`src/rtl/load_store_unit_if.sv`:
```
// Request/response channel from the execute stage plus the word bus to the data memory.
interface load_store_unit_if #(
    parameter int DATA_WIDTH = 32,
    parameter int ADDR_WIDTH = 32
);
    logic                  req_valid;
    logic                  req_ready;
    logic                  req_we;
    logic [1:0]            req_size;
    logic                  req_unsigned;
    logic [ADDR_WIDTH-1:0] req_addr;
    logic [DATA_WIDTH-1:0] req_wdata;
    logic                  resp_valid;
    logic                  resp_err;
    logic [DATA_WIDTH-1:0] resp_rdata;
    logic [ADDR_WIDTH-1:0] mem_addr;
    logic                  mem_w_en;
    logic [DATA_WIDTH-1:0] mem_wdata;
    logic [DATA_WIDTH-1:0] mem_rdata;

    // Execute stage and data memory side.
    modport master (
        output req_valid, req_we, req_size, req_unsigned, req_addr, req_wdata,
        input  req_ready, resp_valid, resp_err, resp_rdata,
        input  mem_addr, mem_w_en, mem_wdata,
        output mem_rdata
    );

    // Load/store unit side.
    modport slave (
        input  req_valid, req_we, req_size, req_unsigned, req_addr, req_wdata,
        output req_ready, resp_valid, resp_err, resp_rdata,
        output mem_addr, mem_w_en, mem_wdata,
        input  mem_rdata
    );
endinterface

```
`src/rtl/load_store_unit.sv`:
```
// Load/store unit: one request at a time, byte/half/word loads with extension,
// sub-word stores as read-modify-write on a whole-word memory, early error reject.
module load_store_unit #(
    parameter int DATA_WIDTH = 32,
    parameter int ADDR_WIDTH = 32,
    parameter int MEM_DEPTH  = 1024
) (
    input  logic             clk,
    input  logic             rst,
    load_store_unit_if.slave bus
);
    typedef enum logic [2:0] {
        IDLE   = 3'd0,
        LOAD   = 3'd1,
        RMW_RD = 3'd2,
        STORE  = 3'd3,
        RESP   = 3'd4
    } state_t;

    localparam logic [ADDR_WIDTH-3:0] DEPTH_LIMIT = (ADDR_WIDTH-2)'(MEM_DEPTH);

    state_t                state_r;
    state_t                next_state_s;
    logic [ADDR_WIDTH-1:0] addr_r;
    logic [1:0]            size_r;
    logic                  uns_r;
    logic                  err_r;
    logic [DATA_WIDTH-1:0] rdata_r;
    logic [DATA_WIDTH-1:0] wdata_r;
    logic                  size_err_s;
    logic                  range_err_s;
    logic                  req_err_s;
    logic                  accept_s;

    // Pick the addressed lane out of a memory word and sign/zero extend it.
    function automatic logic [DATA_WIDTH-1:0] load_extend(
        input logic [DATA_WIDTH-1:0] word,
        input logic [1:0]            size,
        input logic [1:0]            lane,
        input logic                  uns
    );
        logic [7:0]  b;
        logic [15:0] h;
        case (lane)
            2'b00:   b = word[7:0];
            2'b01:   b = word[15:8];
            2'b10:   b = word[23:16];
            default: b = word[31:24];
        endcase
        h = lane[1] ? word[31:16] : word[15:0];
        case (size)
            2'b00:   load_extend = {{24{~uns & b[7]}}, b};
            2'b01:   load_extend = {{16{~uns & h[15]}}, h};
            default: load_extend = word;
        endcase
    endfunction

    // Replace only the addressed lane of the old word with the right-justified store data.
    function automatic logic [DATA_WIDTH-1:0] merge_lane(
        input logic [DATA_WIDTH-1:0] old_word,
        input logic [DATA_WIDTH-1:0] wdata,
        input logic [1:0]            size,
        input logic [1:0]            lane
    );
        merge_lane = old_word;
        case (size)
            2'b00: begin
                case (lane)
                    2'b00:   merge_lane[7:0]   = wdata[7:0];
                    2'b01:   merge_lane[15:8]  = wdata[7:0];
                    2'b10:   merge_lane[23:16] = wdata[7:0];
                    default: merge_lane[31:24] = wdata[7:0];
                endcase
            end
            2'b01: begin
                if (lane[1]) begin
                    merge_lane[31:16] = wdata[15:0];
                end else begin
                    merge_lane[15:0] = wdata[15:0];
                end
            end
            default: merge_lane = wdata;
        endcase
    endfunction

    assign range_err_s = (bus.req_addr[ADDR_WIDTH-1:2] >= DEPTH_LIMIT);
    assign req_err_s   = size_err_s | range_err_s;
    assign accept_s    = bus.req_valid & (state_r == IDLE);

    // Size/alignment legality of the incoming request.
    always_comb begin
        size_err_s = 1'b0;
        case (bus.req_size)
            2'b00:   size_err_s = 1'b0;
            2'b01:   size_err_s = bus.req_addr[0];
            2'b10:   size_err_s = (bus.req_addr[1:0] != 2'b00);
            default: size_err_s = 1'b1;
        endcase
    end

    // State register.
    always_ff @(posedge clk) begin
        if (rst) begin
            state_r <= IDLE;
        end else begin
            state_r <= next_state_s;
        end
    end

    // Next-state decode: errors skip memory entirely, sub-word stores read first.
    always_comb begin
        next_state_s = state_r;
        case (state_r)
            IDLE: begin
                if (!bus.req_valid) begin
                    next_state_s = IDLE;
                end else if (req_err_s) begin
                    next_state_s = RESP;
                end else if (!bus.req_we) begin
                    next_state_s = LOAD;
                end else if (bus.req_size == 2'b10) begin
                    next_state_s = STORE;
                end else begin
                    next_state_s = RMW_RD;
                end
            end
            LOAD:    next_state_s = RESP;
            RMW_RD:  next_state_s = STORE;
            STORE:   next_state_s = RESP;
            RESP:    next_state_s = IDLE;
            default: next_state_s = IDLE;
        endcase
    end

    // Request capture, load data extension and store-word assembly.
    always_ff @(posedge clk) begin
        if (rst) begin
            addr_r  <= {ADDR_WIDTH{1'b0}};
            size_r  <= 2'b00;
            uns_r   <= 1'b0;
            err_r   <= 1'b0;
            rdata_r <= {DATA_WIDTH{1'b0}};
            wdata_r <= {DATA_WIDTH{1'b0}};
        end else begin
            case (state_r)
                IDLE: begin
                    if (accept_s) begin
                        addr_r  <= bus.req_addr;
                        size_r  <= bus.req_size;
                        uns_r   <= bus.req_unsigned;
                        err_r   <= req_err_s;
                        rdata_r <= {DATA_WIDTH{1'b0}};
                        wdata_r <= (bus.req_we && !req_err_s) ? bus.req_wdata : {DATA_WIDTH{1'b0}};
                    end else begin
                        err_r <= 1'b0;
                    end
                end
                LOAD:    rdata_r <= load_extend(bus.mem_rdata, size_r, addr_r[1:0], uns_r);
                RMW_RD:  wdata_r <= merge_lane(bus.mem_rdata, wdata_r, size_r, addr_r[1:0]);
                STORE:   wdata_r <= {DATA_WIDTH{1'b0}};
                RESP: begin
                    err_r   <= 1'b0;
                    rdata_r <= {DATA_WIDTH{1'b0}};
                end
                default: begin
                    err_r   <= 1'b0;
                    rdata_r <= {DATA_WIDTH{1'b0}};
                    wdata_r <= {DATA_WIDTH{1'b0}};
                end
            endcase
        end
    end

    assign bus.req_ready  = (state_r == IDLE);
    assign bus.resp_valid = (state_r == RESP);
    assign bus.resp_err   = err_r;
    assign bus.resp_rdata = rdata_r;
    assign bus.mem_w_en   = (state_r == STORE);
    assign bus.mem_wdata  = wdata_r;
    assign bus.mem_addr   = ((state_r == LOAD) || (state_r == RMW_RD) || (state_r == STORE))
                          ? {addr_r[ADDR_WIDTH-1:2], 2'b00} : {ADDR_WIDTH{1'b0}};
endmodule

```
`src/flat_wrapper.sv`:
```
// flat-port wrapper written by rule: the top's interface ports become plain ports
module load_store_unit_flat 
#(
    parameter int DATA_WIDTH = 32,
    parameter int ADDR_WIDTH = 32,
    parameter int MEM_DEPTH  = 1024
)
  (clk, rst, bus_req_valid, bus_req_we, bus_req_size, bus_req_unsigned, bus_req_addr, bus_req_wdata, bus_req_ready, bus_resp_valid, bus_resp_err, bus_resp_rdata, bus_mem_addr, bus_mem_w_en, bus_mem_wdata, bus_mem_rdata);
  load_store_unit_if #(.DATA_WIDTH(DATA_WIDTH), .ADDR_WIDTH(ADDR_WIDTH)) bus_i ();
  input  logic clk;
  input  logic rst;
  input wire logic [$bits(bus_i.req_valid)-1:0] bus_req_valid;
  input wire logic [$bits(bus_i.req_we)-1:0] bus_req_we;
  input wire logic [$bits(bus_i.req_size)-1:0] bus_req_size;
  input wire logic [$bits(bus_i.req_unsigned)-1:0] bus_req_unsigned;
  input wire logic [$bits(bus_i.req_addr)-1:0] bus_req_addr;
  input wire logic [$bits(bus_i.req_wdata)-1:0] bus_req_wdata;
  output wire logic [$bits(bus_i.req_ready)-1:0] bus_req_ready;
  output wire logic [$bits(bus_i.resp_valid)-1:0] bus_resp_valid;
  output wire logic [$bits(bus_i.resp_err)-1:0] bus_resp_err;
  output wire logic [$bits(bus_i.resp_rdata)-1:0] bus_resp_rdata;
  output wire logic [$bits(bus_i.mem_addr)-1:0] bus_mem_addr;
  output wire logic [$bits(bus_i.mem_w_en)-1:0] bus_mem_w_en;
  output wire logic [$bits(bus_i.mem_wdata)-1:0] bus_mem_wdata;
  input wire logic [$bits(bus_i.mem_rdata)-1:0] bus_mem_rdata;
  assign bus_i.req_valid = bus_req_valid;
  assign bus_i.req_we = bus_req_we;
  assign bus_i.req_size = bus_req_size;
  assign bus_i.req_unsigned = bus_req_unsigned;
  assign bus_i.req_addr = bus_req_addr;
  assign bus_i.req_wdata = bus_req_wdata;
  assign bus_req_ready = bus_i.req_ready;
  assign bus_resp_valid = bus_i.resp_valid;
  assign bus_resp_err = bus_i.resp_err;
  assign bus_resp_rdata = bus_i.resp_rdata;
  assign bus_mem_addr = bus_i.mem_addr;
  assign bus_mem_w_en = bus_i.mem_w_en;
  assign bus_mem_wdata = bus_i.mem_wdata;
  assign bus_i.mem_rdata = bus_mem_rdata;
  load_store_unit #(.DATA_WIDTH(DATA_WIDTH), .ADDR_WIDTH(ADDR_WIDTH), .MEM_DEPTH(MEM_DEPTH)) u_core (.clk(clk), .rst(rst), .bus(bus_i));
endmodule
```
`config.mk`:
```
export PLATFORM = sky130hd
export DESIGN_NAME = load_store_unit_flat
export DESIGN_NICKNAME = d
export VERILOG_FILES = /design/src/rtl/load_store_unit_if.sv /design/src/rtl/load_store_unit.sv /design/src/flat_wrapper.sv
export SDC_FILE = /design/constraint.sdc
export NUM_CORES = 1
export LEC_CHECK = 0
export BUFFER_PORTS_ARGS = -buffer_cell sky130_fd_sc_hd__buf_2
export CAP_MARGIN = 20
export CORE_MARGIN = 2
export CORE_UTILIZATION = 53
export DETAILED_ROUTE_END_ITERATION = 16
export GPL_ROUTABILITY_DRIVEN = 0
export MAX_ROUTING_LAYER = met4
export PLACE_DENSITY = 0.87
export SYNTH_ARGS = -nofsm -noshare
export SYNTH_HDL_FRONTEND = slang
export SYNTH_SLANG_ARGS = --single-unit
```
`constraint.sdc`:
```
create_clock -name clk -period 4.8 [get_ports clk]
set_clock_uncertainty 0.15 [all_clocks]
set_input_delay 0.24 -clock clk [delete_from_list [all_inputs] [get_ports clk]]
set_output_delay 0.24 -clock clk [all_outputs]
set_load 0.02 [all_outputs]
```
* After elaboration in Yosys (flattened, before gate mapping)
Cells that the tools add are included.
Cells by class: add/sub/neg operators 0, $mul 0, div/mod/pow operators 0, magnitude comparators 1, equality and inequality tests 13, shifts and indexed selects 0, mux-type cells 26, bitwise logic cells 7, reduce and logical (&&, ||, !) cells 19
Operators by type and width (number):
- $pmux W32 S3 | 2
- $mux W32 | 4
- $pmux W32 S2 | 2
- $mux W16 | 3
- $mux W8 | 6
- $ge A30 B11 Y1 const B | 1
- $pmux W8 S3 | 1
- $mux W3 | 3
- $pmux W3 S3 | 1
- $eq A2 B1 Y1 const B | 3
- $eq A3 B2 Y1 const B | 2
- $logic_not A2 Y1 | 3
- $ne A3 B3 Y1 const B | 2
- $reduce_or A2 Y1 | 3
- $reduce_or A3 Y1 | 2
- $reduce_and A5 Y1 | 1
- $eq A2 B2 Y1 const B | 2
- $reduce_and A2 Y1 | 2
- $reduce_and A4 Y1 | 1
- $and A1 B1 Y1 | 3
- $eq A3 B1 Y1 const B | 1
- $eq A3 B3 Y1 const B | 1
- $logic_not A3 Y1 | 1
- $ne A3 B2 Y1 const B | 1
- 11 further kinds | 15
Storage, ports and cells: flip-flop bits (word level) 103, bits in latches 0, bits in writable memories 0, memory bits (read-only) 0, input port bits 103, word-level logic and storage cells 75, memories 0

* Depth between registers and ports, before layout
depth in word-level cells 8, gate-level depth with buffers 8, gate-level depth less buffers 5

* Worst setup path after synthesis
OpenSTA, ideal clock, no wires.
kind register to register, from reg u_core.state_r[1], to reg u_core.wdata_r[0], in the netlist u_core.bus.mem_wdata[0], arrival 1825 ps, slack 2767 ps, stages on the path, launching flop included 7, path through dfxtp_1 -> buf_2 -> nor3_2 -> nand2_1 -> nor4_4 -> nor4b_4 -> a21o_1
On the way: word-level cells in the longest chain between the ends 4, elaborated cells between the ends (all ways) 13
Ends and longest elaborated chain:
- start, declared | RTL line load_store_unit.sv:22 | state_t state_r;
- start signal, assigned | RTL line load_store_unit.sv:106 | state_r <= next_state_s;
- $logic_not A3 Y1 *
- via bus_req_ready | RTL line flat_wrapper.sv:18 | output wire logic [$bits(bus_i.req_ready)-1:0] bus_req_ready;
- $and A1 B1 Y1 | RTL line load_store_unit.sv:88 | assign accept_s = bus.req_valid & (state_r == IDLE);
- $ne A2 B1 Y1 (no source line)
- $reduce_and A5 Y1 (no source line)
- end signal, assigned | RTL line load_store_unit.sv:143 | wdata_r <= {DATA_WIDTH{1'b0}};
- end signal, assigned | RTL line load_store_unit.sv:153 | wdata_r <= (bus.req_we && !req_err_s) ? bus.req_wdata : {DATA_WIDTH{1'b0}};
- end signal, assigned | RTL line load_store_unit.sv:159 | RMW_RD: wdata_r <= merge_lane(bus.mem_rdata, wdata_r, size_r, addr_r[1:0]);
- end, declared | RTL line load_store_unit.sv:29 | logic [DATA_WIDTH-1:0] wdata_r;
The timed path passes the listed nets; every way through them passes the cells marked *. A chain may end at the register's enable or synchronous reset.

* Worst setup path in the final report
from reg u_core.state_r[0], to reg u_core.rdata_r[31], in the netlist u_core.bus.resp_rdata[31]
On the way: word-level cells in the longest chain between the ends 4, elaborated cells between the ends (all ways) 10
Ends and longest elaborated chain:
- $logic_not A3 Y1 / $eq A3 B2 Y1 (equally long branches) | RTL line load_store_unit.sv:88, load_store_unit.sv:145
- $and A1 B1 Y1 / $reduce_or A2 Y1 (equally long branches)
- $ne A2 B1 Y1 (no source line) / $not A1 Y1 (equally long branches)
- $reduce_and A2 Y1 (no source line)
- end signal, assigned | RTL line load_store_unit.sv:142 | rdata_r <= {DATA_WIDTH{1'b0}};
- end signal, assigned | RTL line load_store_unit.sv:152 | rdata_r <= {DATA_WIDTH{1'b0}};
- end signal, assigned | RTL line load_store_unit.sv:158 | LOAD: rdata_r <= load_extend(bus.mem_rdata, size_r, addr_r[1:0], uns_r);
- end, declared | RTL line load_store_unit.sv:28 | logic [DATA_WIDTH-1:0] rdata_r;
Several ways; a longest one is shown, not always the timed one.

==> flow_summary.json <==
{
  "final-setup-viol-count": 0,
  "fin_tns_setup_ns": 0,
  "period_needed_ns": 2.99,
  "h-tree-depth": 3,
  "crit_path_top_delay_cell": "nor2b_1",
  "ant_nets": 0,
  "wl_per_cell_microns": 18.5,
  "core_area_sq_mm": 0.00968,
  "dieArea_sq_mm": 0.0107,
  "cts.sinks": 103,
  "antenna_found_initial": 0,
  "status": "complete, no violations",
  "crit_required_ns": 4.97,
  "final_nets": 986,
  "synth.distinct_cells": 47,
  "num_vias": 6112,
  "grt_pass1_wl_microns": 27600,
  "io_pins": 203,
  "placed_cells": 938,
  "path_class": "reg2reg",
  "critical_path_arrival_ns": 3.16,
  "syn_inst": 646,
  "hold_violations": 0,
  "insertion_delay_ns": 0.38,
  "synth_seq_cells": 103,
  "grt_max_degree": 73,
  "crit_family": "simple AND/OR/NAND/NOR gates",
  "drive_gt1_share_pct": 27.7,
  "cp_num_buf_inv": 0,
  "finalWorstSetupSlack_ns": 1.81,
  "port_buffers": 200,
  "path_cells": "nor3b_2 -> nor2b_1 -> nor2b_1 -> a22o_1",
  "syn_area_per_cell_sq_um": 8.10,
  "wirelength_microns": 18900,
  "start_util_pct": 54.0,
  "num_rows": 36,
  "cts_made_buffers": 9,
  "startpoint_type": "register",
  "nFillCells": 670,
  "antenna_cells": 0,
  "overflow": 0,
  "dp_hpwl_microns": 12400,
  "fmax_ghz": 0.335,
  "p_leak_nw": 3.42,
  "grt_pass1_vias": 5707,
  "ys_warn_count": 0,
  "die_h_microns": 103,
  "fin_hold_ws_ns": 0.00372,
  "synth-main-ff-cell": "dfxtp_1",
  "cpMostUsedCell": "nor2b_1",
  "fp.dieW_microns": 103,
  "ir_drop_mv": 0.166,
  "first_pass_iters": 6,
  "critPathCaptureType": "register",
  "drc": 0,
  "tightest_slew_ns": 0.986,
  "cts_root_buffer": "clkbuf_8",
  "viasPerCell": 5.99,
  "async_flop_share_pct": 0,
  "critPathMaxStageDelay_ns": 0.84,
  "finalPower_mw": 1.85,
  "synth_edf_count": 0,
  "worst-path-max-fanout": 14,
  "drt-initial-drc-count": 679,
  "clockBufferDepth": 2,
  "relSlewSlack_pct": 34.2,
  "post-route-period-util_pct": 62.2,
  "drv_cap": 0,
  "clk_pin_slew_ns": 0.10,
  "holdCritPathClass": "in2reg",
  "cts_tree": "yes",
  "syn_to_final_growth_pct": 38.1,
  "fin_cells": 1021,
  "yosysSeqAreaShare_pct": 39.4,
  "grt.total_usage_pct": 34.7,
  "dp_slack_ns": 1.98,
  "rsz0062_at_grt": "no",
  "syn_area_sq_mm": 0.00523,
  "drv_slew": 0,
  "power_density_mw_per_mm2": 256
}
==> kinds of logic (layout without fill, tap and decap cells) <==
group,Yosys count,after routing,share of synthesized area [%]
mux,35,35,7.15
simple gates,245,245,22.0
other cells,1,2,0.0717
flops,103,103,39.4
compound gates,194,194,25.8
buf+inv,68,309,5.50
==> final cells by class <==
cell class	instances	area, sq um	area share (%)
sequential	103	2060	28.5
multi-input combinational	476	2890	40.0
timing repair buffer	276	1800	24.9
tap	133	166	2.30
inverter	17	63.8	0.883
clock buffer	10	138	1.90
clock inverter	6	108	1.49
==> path summary, 6_finish.rpt <==
path	from	endpoint	slack, ns	cells after the start
max	u_core.state_r[0]	u_core.bus.resp_rdata[31]	1.81	4
min	bus_req_wdata[21]	u_core.bus.mem_wdata[21]	0.004	3
max reg2reg	u_core.state_r[0]	u_core.bus.resp_rdata[31]	1.81	4
min reg2reg	u_core.addr_r[6]	u_core.addr_r[6]	0.30	2
==> Yosys cell counts, types with 16 or more instances <==
master / instances / area share, %
dfxtp_1: 103 / 39
and2_1: 32 / 3.8
nor2_1: 21 / 1.5
mux2i_1: 25 / 4.8
a21oi_1: 62 / 5.9
clkbuf_1: 34 / 2.4
o21ai_0: 16 / 1.5
nand2_1: 152 / 11
inv_1: 17 / 1.2
a221oi_1: 32 / 5.4
a21o_1: 18 / 2.6
a22o_1: 23 / 3.8
==> per-stage QoR <==
stage               area (sq um)  util, %
floorplan                   5240        -
global placement            6240     64.4
detailed placement          6290     65.0
CTS                         7200     74.3
global route                7230     74.6
finish                      7230     74.6
==> tightest hold or removal path: stages <==
cell      delay (ns)
buf_2           0.10
nand2_1         0.06
a221oi_1        0.07
==> state kept, by name, summed over array words and instances (netlist names) <==
register               flops
u_core.addr_r             32
u_core.bus.mem_wdata      32
u_core.bus.resp_rdata     32
u_core.state_r             3
u_core.size_r              2
u_core.bus.resp_err        1
u_core.uns_r               1
==> cells in the final DEF (no fill, tap or decap), drive strengths merged, types with 10 or more instances in the layout <==
master and count:
dlygate4sd3 66, nor2 21, a22o 23, a21o 18
nand2 152, buf 210, dfxtp 103, and2 32
o21ai 19, inv 17, clkbuf 10, nand2b 11
a21oi 62, mux2i 25, a221oi 32, o21a 10
==> power by group <==
part	leakage [nW]	switching, mW	internal, mW
combinational	2.46	0.160	0.129
sequential	0.836	0.0192	0.873
clock	0.122	0.308	0.359
total	3.42	0.487	1.36
==> timing repair <==
action                                 in CTS  in global routing
endpoints found under the hold margin      66                  0
resized for setup                           0                  0
hold buffers                               66                  0
buffers inserted                            0                  0
==> layer usage <==
layer | vias up | track usage (%) | routed length, microns
met1 | 2824 | 40.6 | 6930
met4 | 0 | 19.6 | 1050
met2 | 437 | 57.1 | 9070
met5 | - | - | 0
met3 | 97 | 5.04 | 1860
li1 | 2754 | - | -
No activity file was read; power rests on OpenSTA's default activity.
